## config.mk

```make
export PLATFORM = sky130hd
export DESIGN_NAME = int_mul_seq_flat
export DESIGN_NICKNAME = d
export VERILOG_FILES = /design/src/rtl/int_mul_seq_pkg.sv /design/src/rtl/int_mul_seq_if.sv /design/src/rtl/int_mul_seq_mul_step.sv /design/src/rtl/int_mul_seq.sv /design/src/flat_wrapper.sv
export SDC_FILE = /design/constraint.sdc
export NUM_CORES = 1
export LEC_CHECK = 0
export CORE_MARGIN = 2
export CORE_UTILIZATION = 65
export CTS_BUF_LIST = sky130_fd_sc_hd__clkbuf_4 sky130_fd_sc_hd__clkbuf_8
export DETAILED_ROUTE_END_ITERATION = 10
export GPL_ROUTABILITY_DRIVEN = 0
export HOLD_SLACK_MARGIN = 0.15
export PLACE_DENSITY = 0.89
export SYNTH_ARGS = -nofsm -noshare
export SYNTH_HDL_FRONTEND = slang
export SYNTH_SLANG_ARGS = --single-unit
```

## constraint.sdc

```tcl
create_clock -name i_clk -period 6.7 [get_ports i_clk]
set_clock_uncertainty 0.2 [all_clocks]
set_input_delay 0.67 -clock i_clk [delete_from_list [all_inputs] [get_ports i_clk]]
set_output_delay 0.67 -clock i_clk [all_outputs]
set_load 0.005 [all_outputs]
```

## src/rtl/int_mul_seq_pkg.sv

```systemverilog
// Shared definitions for the iterative multiply unit: RV32M op encodings
// and the IDLE/CALC/FIN state encoding also used by the iterative divider.
package int_mul_seq_pkg;

  localparam int OP_W = 2;

  localparam logic [OP_W-1:0] MUL_OP    = 2'b00;
  localparam logic [OP_W-1:0] MULH_OP   = 2'b01;
  localparam logic [OP_W-1:0] MULHSU_OP = 2'b10;
  localparam logic [OP_W-1:0] MULHU_OP  = 2'b11;

  typedef enum logic [1:0] {
    IDLE = 2'd0,
    CALC = 2'd1,
    FIN  = 2'd2
  } state_t;

endpackage

```

## src/rtl/int_mul_seq_if.sv

```systemverilog
// Request/response bundle between the execute stage (master) and the multiplier (slave).
interface int_mul_seq_if
  import int_mul_seq_pkg::*;
#(
  parameter int XLEN = 32
);
  // Handshake: i_valid is sampled only while o_ready=1 and i_kill=0; there is
  // no queueing. o_valid is a single-cycle pulse qualifying o_result, which
  // then holds until the next pulse. i_kill aborts whatever is in flight.
  logic            i_valid;
  logic [OP_W-1:0] i_op;
  logic [XLEN-1:0] i_a;
  logic [XLEN-1:0] i_b;
  logic            i_kill;
  logic            o_ready;
  logic            o_valid;
  logic [XLEN-1:0] o_result;

  modport master (
    output i_valid, i_op, i_a, i_b, i_kill,
    input  o_ready, o_valid, o_result
  );

  modport slave (
    input  i_valid, i_op, i_a, i_b, i_kill,
    output o_ready, o_valid, o_result
  );
endinterface

```

## src/rtl/int_mul_seq_mul_step.sv

```systemverilog
// One radix-2 shift-add step: conditionally add the multiplicand into the
// upper half of the accumulator, then shift {carry, acc, mplr} right by one.
module mul_step #(
  parameter int XLEN = 32
) (
  input  logic [2*XLEN-1:0] acc,
  input  logic [XLEN-1:0]   mplr,
  input  logic [XLEN-1:0]   mcand,
  output logic [2*XLEN-1:0] acc_nxt,
  output logic [XLEN-1:0]   mplr_nxt
);
  logic [XLEN:0] sum;

  always_comb begin
    sum      = {1'b0, acc[2*XLEN-1:XLEN]} + (mplr[0] ? {1'b0, mcand} : '0);
    acc_nxt  = {sum, acc[XLEN-1:1]};
    mplr_nxt = {acc[0], mplr[XLEN-1:1]};
  end
endmodule

```

## src/rtl/int_mul_seq.sv

```systemverilog
// Iterative radix-2 multiplier for MUL/MULH/MULHSU/MULHU: one product bit per
// cycle on magnitudes, sign fixed up in FIN, selected half returned.
module int_mul_seq
  import int_mul_seq_pkg::*;
#(
  parameter int XLEN = 32
) (
  input  logic                i_clk,
  input  logic                i_rst_n,
  int_mul_seq_if.slave        bus,
  output state_t              dbg_state
);
  localparam int CNT_W = $clog2(XLEN);

  state_t            state;
  state_t            state_nxt;
  logic [CNT_W-1:0]  count;
  logic [2*XLEN-1:0] acc;
  logic [2*XLEN-1:0] acc_step;
  logic [2*XLEN-1:0] prod;
  logic [XLEN-1:0]   mcand;
  logic [XLEN-1:0]   mplr;
  logic [XLEN-1:0]   mplr_step;
  logic [OP_W-1:0]   op;
  logic              neg;
  logic              accept;
  logic              step_en;
  logic              fin_en;
  logic              signed_a;
  logic              signed_b;
  logic [XLEN-1:0]   a_mag;
  logic [XLEN-1:0]   b_mag;
  logic              valid_q;
  logic [XLEN-1:0]   result_q;

  always_ff @(posedge i_clk or negedge i_rst_n) begin
    if (!i_rst_n) state <= IDLE;
    else          state <= state_nxt;
  end

  always_comb begin
    state_nxt = state;
    case (state)
      IDLE: if (bus.i_valid && !bus.i_kill) state_nxt = CALC;
      CALC: begin
        if (bus.i_kill)                        state_nxt = IDLE;
        else if (count == CNT_W'(XLEN - 1))    state_nxt = FIN;
      end
      FIN:     state_nxt = IDLE;
      default: state_nxt = IDLE;
    endcase
  end

  always_comb begin
    bus.o_ready = (state == IDLE);
    accept      = (state == IDLE) && bus.i_valid && !bus.i_kill;
    step_en     = (state == CALC) && !bus.i_kill;
    fin_en      = (state == FIN)  && !bus.i_kill;
  end

  // MUL keeps raw operands: the low word is identical for signed and unsigned.
  always_comb begin
    signed_a = 1'b0;
    signed_b = 1'b0;
    case (bus.i_op)
      MULH_OP:   begin signed_a = 1'b1; signed_b = 1'b1; end
      MULHSU_OP: begin signed_a = 1'b1; signed_b = 1'b0; end
      MUL_OP,
      MULHU_OP:  begin signed_a = 1'b0; signed_b = 1'b0; end
      default:   begin signed_a = 1'b0; signed_b = 1'b0; end
    endcase
    a_mag = (signed_a && bus.i_a[XLEN-1]) ? -bus.i_a : bus.i_a;
    b_mag = (signed_b && bus.i_b[XLEN-1]) ? -bus.i_b : bus.i_b;
  end

  mul_step #(.XLEN(XLEN)) u_step (
    .acc      (acc),
    .mplr     (mplr),
    .mcand    (mcand),
    .acc_nxt  (acc_step),
    .mplr_nxt (mplr_step)
  );

  assign prod = neg ? -acc : acc;

  always_ff @(posedge i_clk or negedge i_rst_n) begin
    if (!i_rst_n) begin
      op       <= MUL_OP;
      neg      <= 1'b0;
      mcand    <= '0;
      mplr     <= '0;
      acc      <= '0;
      count    <= '0;
      valid_q  <= 1'b0;
      result_q <= '0;
    end else begin
      valid_q <= fin_en;
      if (accept) begin
        op    <= bus.i_op;
        neg   <= (signed_a & bus.i_a[XLEN-1]) ^ (signed_b & bus.i_b[XLEN-1]);
        mcand <= a_mag;
        mplr  <= b_mag;
        acc   <= '0;
        count <= '0;
      end else if (step_en) begin
        acc   <= acc_step;
        mplr  <= mplr_step;
        count <= count + 1'b1;
      end
      if (fin_en) begin
        result_q <= (op == MUL_OP) ? prod[XLEN-1:0] : prod[2*XLEN-1:XLEN];
      end
    end
  end

  assign bus.o_valid  = valid_q;
  assign bus.o_result = result_q;
  assign dbg_state    = state;
endmodule
```

## src/flat_wrapper.sv

```systemverilog
// flat-port wrapper written by rule: the top's interface ports become plain ports
module int_mul_seq_flat import int_mul_seq_pkg::*;
#(
  parameter int XLEN = 32
)
  (i_clk, i_rst_n, dbg_state, bus_i_valid, bus_i_op, bus_i_a, bus_i_b, bus_i_kill, bus_o_ready, bus_o_valid, bus_o_result);
  int_mul_seq_if #(.XLEN(XLEN)) bus_i ();
  input  logic i_clk;
  input  logic i_rst_n;
  output state_t dbg_state;
  input wire logic [$bits(bus_i.i_valid)-1:0] bus_i_valid;
  input wire logic [$bits(bus_i.i_op)-1:0] bus_i_op;
  input wire logic [$bits(bus_i.i_a)-1:0] bus_i_a;
  input wire logic [$bits(bus_i.i_b)-1:0] bus_i_b;
  input wire logic [$bits(bus_i.i_kill)-1:0] bus_i_kill;
  output wire logic [$bits(bus_i.o_ready)-1:0] bus_o_ready;
  output wire logic [$bits(bus_i.o_valid)-1:0] bus_o_valid;
  output wire logic [$bits(bus_i.o_result)-1:0] bus_o_result;
  assign bus_i.i_valid = bus_i_valid;
  assign bus_i.i_op = bus_i_op;
  assign bus_i.i_a = bus_i_a;
  assign bus_i.i_b = bus_i_b;
  assign bus_i.i_kill = bus_i_kill;
  assign bus_o_ready = bus_i.o_ready;
  assign bus_o_valid = bus_i.o_valid;
  assign bus_o_result = bus_i.o_result;
  int_mul_seq #(.XLEN(XLEN)) u_core (.i_clk(i_clk), .i_rst_n(i_rst_n), .bus(bus_i), .dbg_state(dbg_state));
endmodule
```

Yosys cells after proc, flatten, opt, wreduce, memory -nomap -nowiden
Cells that the tools add are included.

storage, ports and cells
  output and inout bits = 36
  logic and storage cells = 58
  input port bits = 70
  flip-flop bits (word level) = 171

operators by class
  equal/unequal tests = 8
  multiplexer cells = 17
  $add $sub $neg = 5
  reduce and logical (&&, ||, !) cells = 16
  bitwise operators = 3

operator list
  operator               number
  $mux W32               6
  $mux W64               3
  $neg A32 Y32           2
  $neg A64 Y64           1
  $add A32 B33 Y33       1
  $mux W5                2
  $logic_and A1 B1 Y1    7
  $eq A2 B2 Y1 const B   3
  $logic_not A2 Y1       3
  $mux W2                3
  $add A5 B1 Y5 const B  1
  $eq A5 B5 Y1 const B   1
  $eq A2 B1 Y1 const B   2
  $pmux W1 S2            2
  $pmux W2 S2            1
  $reduce_or A2 Y1       2
  $ne A3 B2 Y1 const B   1
  $reduce_or A3 Y1       1
  $and A1 B1 Y1          2
  $ne A2 B1 Y1 const B   1
  $reduce_and A2 Y1      1
  $reduce_bool A2 Y1     1
  $logic_not A1 Y1       1
  $xor A1 B1 Y1          1

Longest topological paths before layout
  depth in word-level cells = 6
  depth in mapped cells = 11

By module
From an unflattened synthesis, not the netlist that was laid out.

unflattened totals
  cells, all modules = 1381
  area total of the unflattened synthesis = 12125.4 sq um

by module, submodules not included
  module       instances  cells each  area an instance (sq um)  seq. area each (sq um)
  int_mul_seq  1          1054        9698.1                    4279.1
  mul_step     1          327         2427.3                    0.0

Worst setup path after synthesis
No wires, ideal clock.

  path type = reg-to-reg
  start = register u_core.mplr[0]
  end = register u_core.acc[62]
  arrival = 2.744 ns
  cell stages (with the launch flop) = 12
  buffers on the path = 2
  slack = 3.625 ns
  path through = dfrtp_1 -> clkbuf_1 -> and2_1 -> ha_1 -> clkbuf_1 -> nand4_1 -> nor4_1 -> o311ai_0 -> a31oi_1 -> a221oi_1 -> and4_1 -> or3_1

between the ends
  word-level cells in the longest chain between the ends = 4

RTL lines
  what                    RTL line                    source
  start, declared         int_mul_seq.sv:22           logic [XLEN-1:0] mplr;
  start signal, assigned  int_mul_seq.sv:102          mplr <= b_mag;
  start signal, assigned  int_mul_seq.sv:107          mplr <= mplr_step;
  $mux W32                int_mul_seq_mul_step.sv:15  sum = {1'b0, acc[2*XLEN-1:XLEN]} + (mplr[0] ? {1'b0, mcand} : '0);
  $add A32 B33 Y33        int_mul_seq_mul_step.sv:15
  $mux W64                int_mul_seq.sv:105          end else if (step_en) begin
  $mux W64                int_mul_seq.sv:98           if (accept) begin
  end signal, assigned    int_mul_seq.sv:106          acc <= acc_step;
  end, declared           int_mul_seq.sv:18           logic [2*XLEN-1:0] acc;

No other way between the ends. The select of a mux whose other input is x is not followed.
A chain may end at the register's enable or synchronous reset.

Worst setup path in the final report
Same ends and word-level chain as after synthesis.

==> results.txt <==
met3 Resource Use GR - 0.06181
Synth area leader - dfrtp_1
Global Route met1 Usage - 0.4401
WS Path Type - flip-flop to flip-flop
Synth Instances - 1367
Max Cap Viol - 0
Die Wd - 137.7 µm
die area - 0.01896 mm²
r2r startpoint - u_core.mplr[0]
power density cells - 289.1 mW/mm²
Core Util, Final - 0.7586
CTS max path bufs - 2
commonest non-fill, non-tap cell in the layout - nand2_1
crit end category - flip-flop
vias in the first global route - 10231
Netlist cell types - 73
register area - 0.004280 mm²
RSZ-0062 raised after global routing - no
Hold Crit Class - flip-flop to flip-flop
fin. max-slew vios - 0
GRT Resource Usage Total - 0.3331
busiest grt layer - met2
largest net degree at the start of global routing - 94
Clock transition at path regs - 0.08 ns
setup_tns - 0 ns
R2R Path End - u_core.acc[62]
WL final - 30820 µm
core area - 0.01736 mm²
Seq/Total Area, Yosys - 0.3683
critical path fanouts, max - 33
Final Cycle Share - 0.5652
most frequent cells in the layout - nand2_1, dfrtp_1, o21ai_0
post-DP HPWL - 21800 µm
H-tree depth - 4
fraction of registers with async set/reset - 1.000
Area growth syn-to-layout - 13.32%
crit start category - flip-flop
final hold violation count - 0
vias per inst - 6.553
Primary FF master, synth - dfrtp_1
WHS Endpoint - u_core.mcand[23]
ANT cells - 0
Pleak - 5.861 nW
Post-Syn Area - 0.01162 mm²
WL per Instance - 18.62 µm
Resize count post-CTS - 0
Worst slew margin - 0.3235
Finish-stage setup viols - 0
Post-route DRC - 0
Hold Crit Depth - 2
IO buf count - 105
CP required - 6.85 ns
Overall Power - 0.003807 W
synth warn - 0
final net count - 1526
die height - 137.7 µm
first-pass GRT wire length - 50000 µm
initial DRC count - 1294
syn_nets - 1476
Tmin final - 3.787 ns
top-area cell type share of the netlist area - 0.3683
Overflow after GRT - 0
status - complete, no violations
I/O pin count - 106
worst slew pin tran - 1.011 ns
fillers - 1263
number of synthesized flops with an enable pin - 0
Yosys reg bits - 171
initial antenna violation count - 0
R2R Setup Slk - 2.91 ns
maximum VDD drop - 0.1720 mV
Final ANT Viol Nets - 0
multi-input logic area - 0.006949 mm²
clk_lat worst skew - 0.47 ns
Vias - 10846
synth top area cells - dfrtp_1, nand2_1, o21ai_0
fmax - 264.1 MHz
arrival time of the worst setup path - 3.93 ns
hold_sp - u_core.mcand[23]
Root Driver - clkbuf_8
CTS buffer count - 17
Mapped Avg Cell Area - 8.499 µm²
site row count - 48
Clock Sinks - 171
CTS tree - built
Pre-antenna DRT Iters - 5
R2R depth - 9
grt met2 use - 0.5398
Initial Utilization - 0.6694
ratio of cells with drive above 1 in the final layout - 0.05175
-- timing repair --
action / 4_1_cts / 5_1_grt
hold endpoints to repair: 92 / 0
hold buffers: 1 / 0
setup buffers: 0 / 0
-- sequential cells by signal (all words and copies together), names as in the netlist, 2 cells and up --
register,cells
u_core.count,5
u_core.dbg_state,2
u_core.bus.o_result,32
u_core.mcand,32
u_core.mplr,32
u_core.acc,64
u_core.op,2
-- area by class of cell --
type,count,area share
Multi-Input combinational cell,1089,0.5278
Clock inverter,11,0.01188
Inverter,23,0.006557
Sequential cell,171,0.3251
Clock buffer,21,0.02148
Timing Repair Buffer,115,0.08581
Tap cell,225,0.02138
-- logic make-up (layout without fill, tap and decap cells) --
logic type      count (synthesis)  in the layout  share of synthesized area
compound gates                392            392                     0.2191
xor+xnor                      135            135                     0.1018
fa+ha+maj                      39             39                    0.04265
buf+inv                       107            170                    0.03511
flops                         171            171                     0.3683
mux                             9              9                   0.007754
simple gates                  514            514                     0.2253
-- stage by stage --
step / instances / cell area, µm² / worst slack [ns] / hold WS [ns]
2_1_floorplan: 1367 / 11620 / 3.625 / 0.1744
6_report: 1655 / 13170 / 2.913 / 0.2741
3_5_place_dp: 1622 / 12720 / 2.976 / 0.2619
4_1_cts: 1655 / 13170 / 2.964 / 0.2804
5_1_grt: 1655 / 13170 / 2.618 / 0.3177
3_3_place_gp: 1622 / 12720 / 3.092 / 0.2540
-- worst max-delay path, cell delays in order, from the launching register on --
cell,delay (ns)
dfrtp_1,0.89
and2_1,0.24
ha_1,0.32
a21oi_1,0.27
o21ai_0,0.16
a221oi_1,0.38
a31oi_1,0.18
a221oi_1,0.54
nor4_1,0.10
or3_1,0.39
-- metal layers --
metal | vias up | part of all wire
met5 | - | 0
met4 | 0 | 0.035
met3 | 117 | 0.080
met2 | 584 | 0.47
met1 | 5098 | 0.42
li1 | 5047 | -
-- power breakdown --
part	total (W)	internal (W)	switching, W
combinational	0.00156	0.000622	0.000939
clock	0.000806	0.000408	0.000397
sequential	0.00144	0.00120	0.000236
-- synth_stat cells, types with 32 or more instances --
master and number:
a21oi_1 71, a22o_1 39, a31oi_1 32, and2_1 38
clkbuf_1 74, dfrtp_1 171, ha_1 38, nand2_1 199
nor2_1 92, o21ai_0 122, xnor2_1 68, xor2_1 67
-- worst max-delay path by stage --
stage                              start              end  slack (ns)  cells after the start
after detailed placement      bus_i_b[0]  u_core.mplr[28]        2.98                     10
final                     u_core.mplr[0]   u_core.acc[62]        2.91                      9
after global routing      u_core.mplr[0]   u_core.acc[63]        2.62                     10
after floorplan           u_core.mplr[0]   u_core.acc[62]        3.62                     11
after CTS                 u_core.mplr[0]   u_core.acc[63]        2.96                     10
after global placement        bus_i_b[0]  u_core.mplr[28]        3.09                     10
Power figures use the tool's default switching activity.
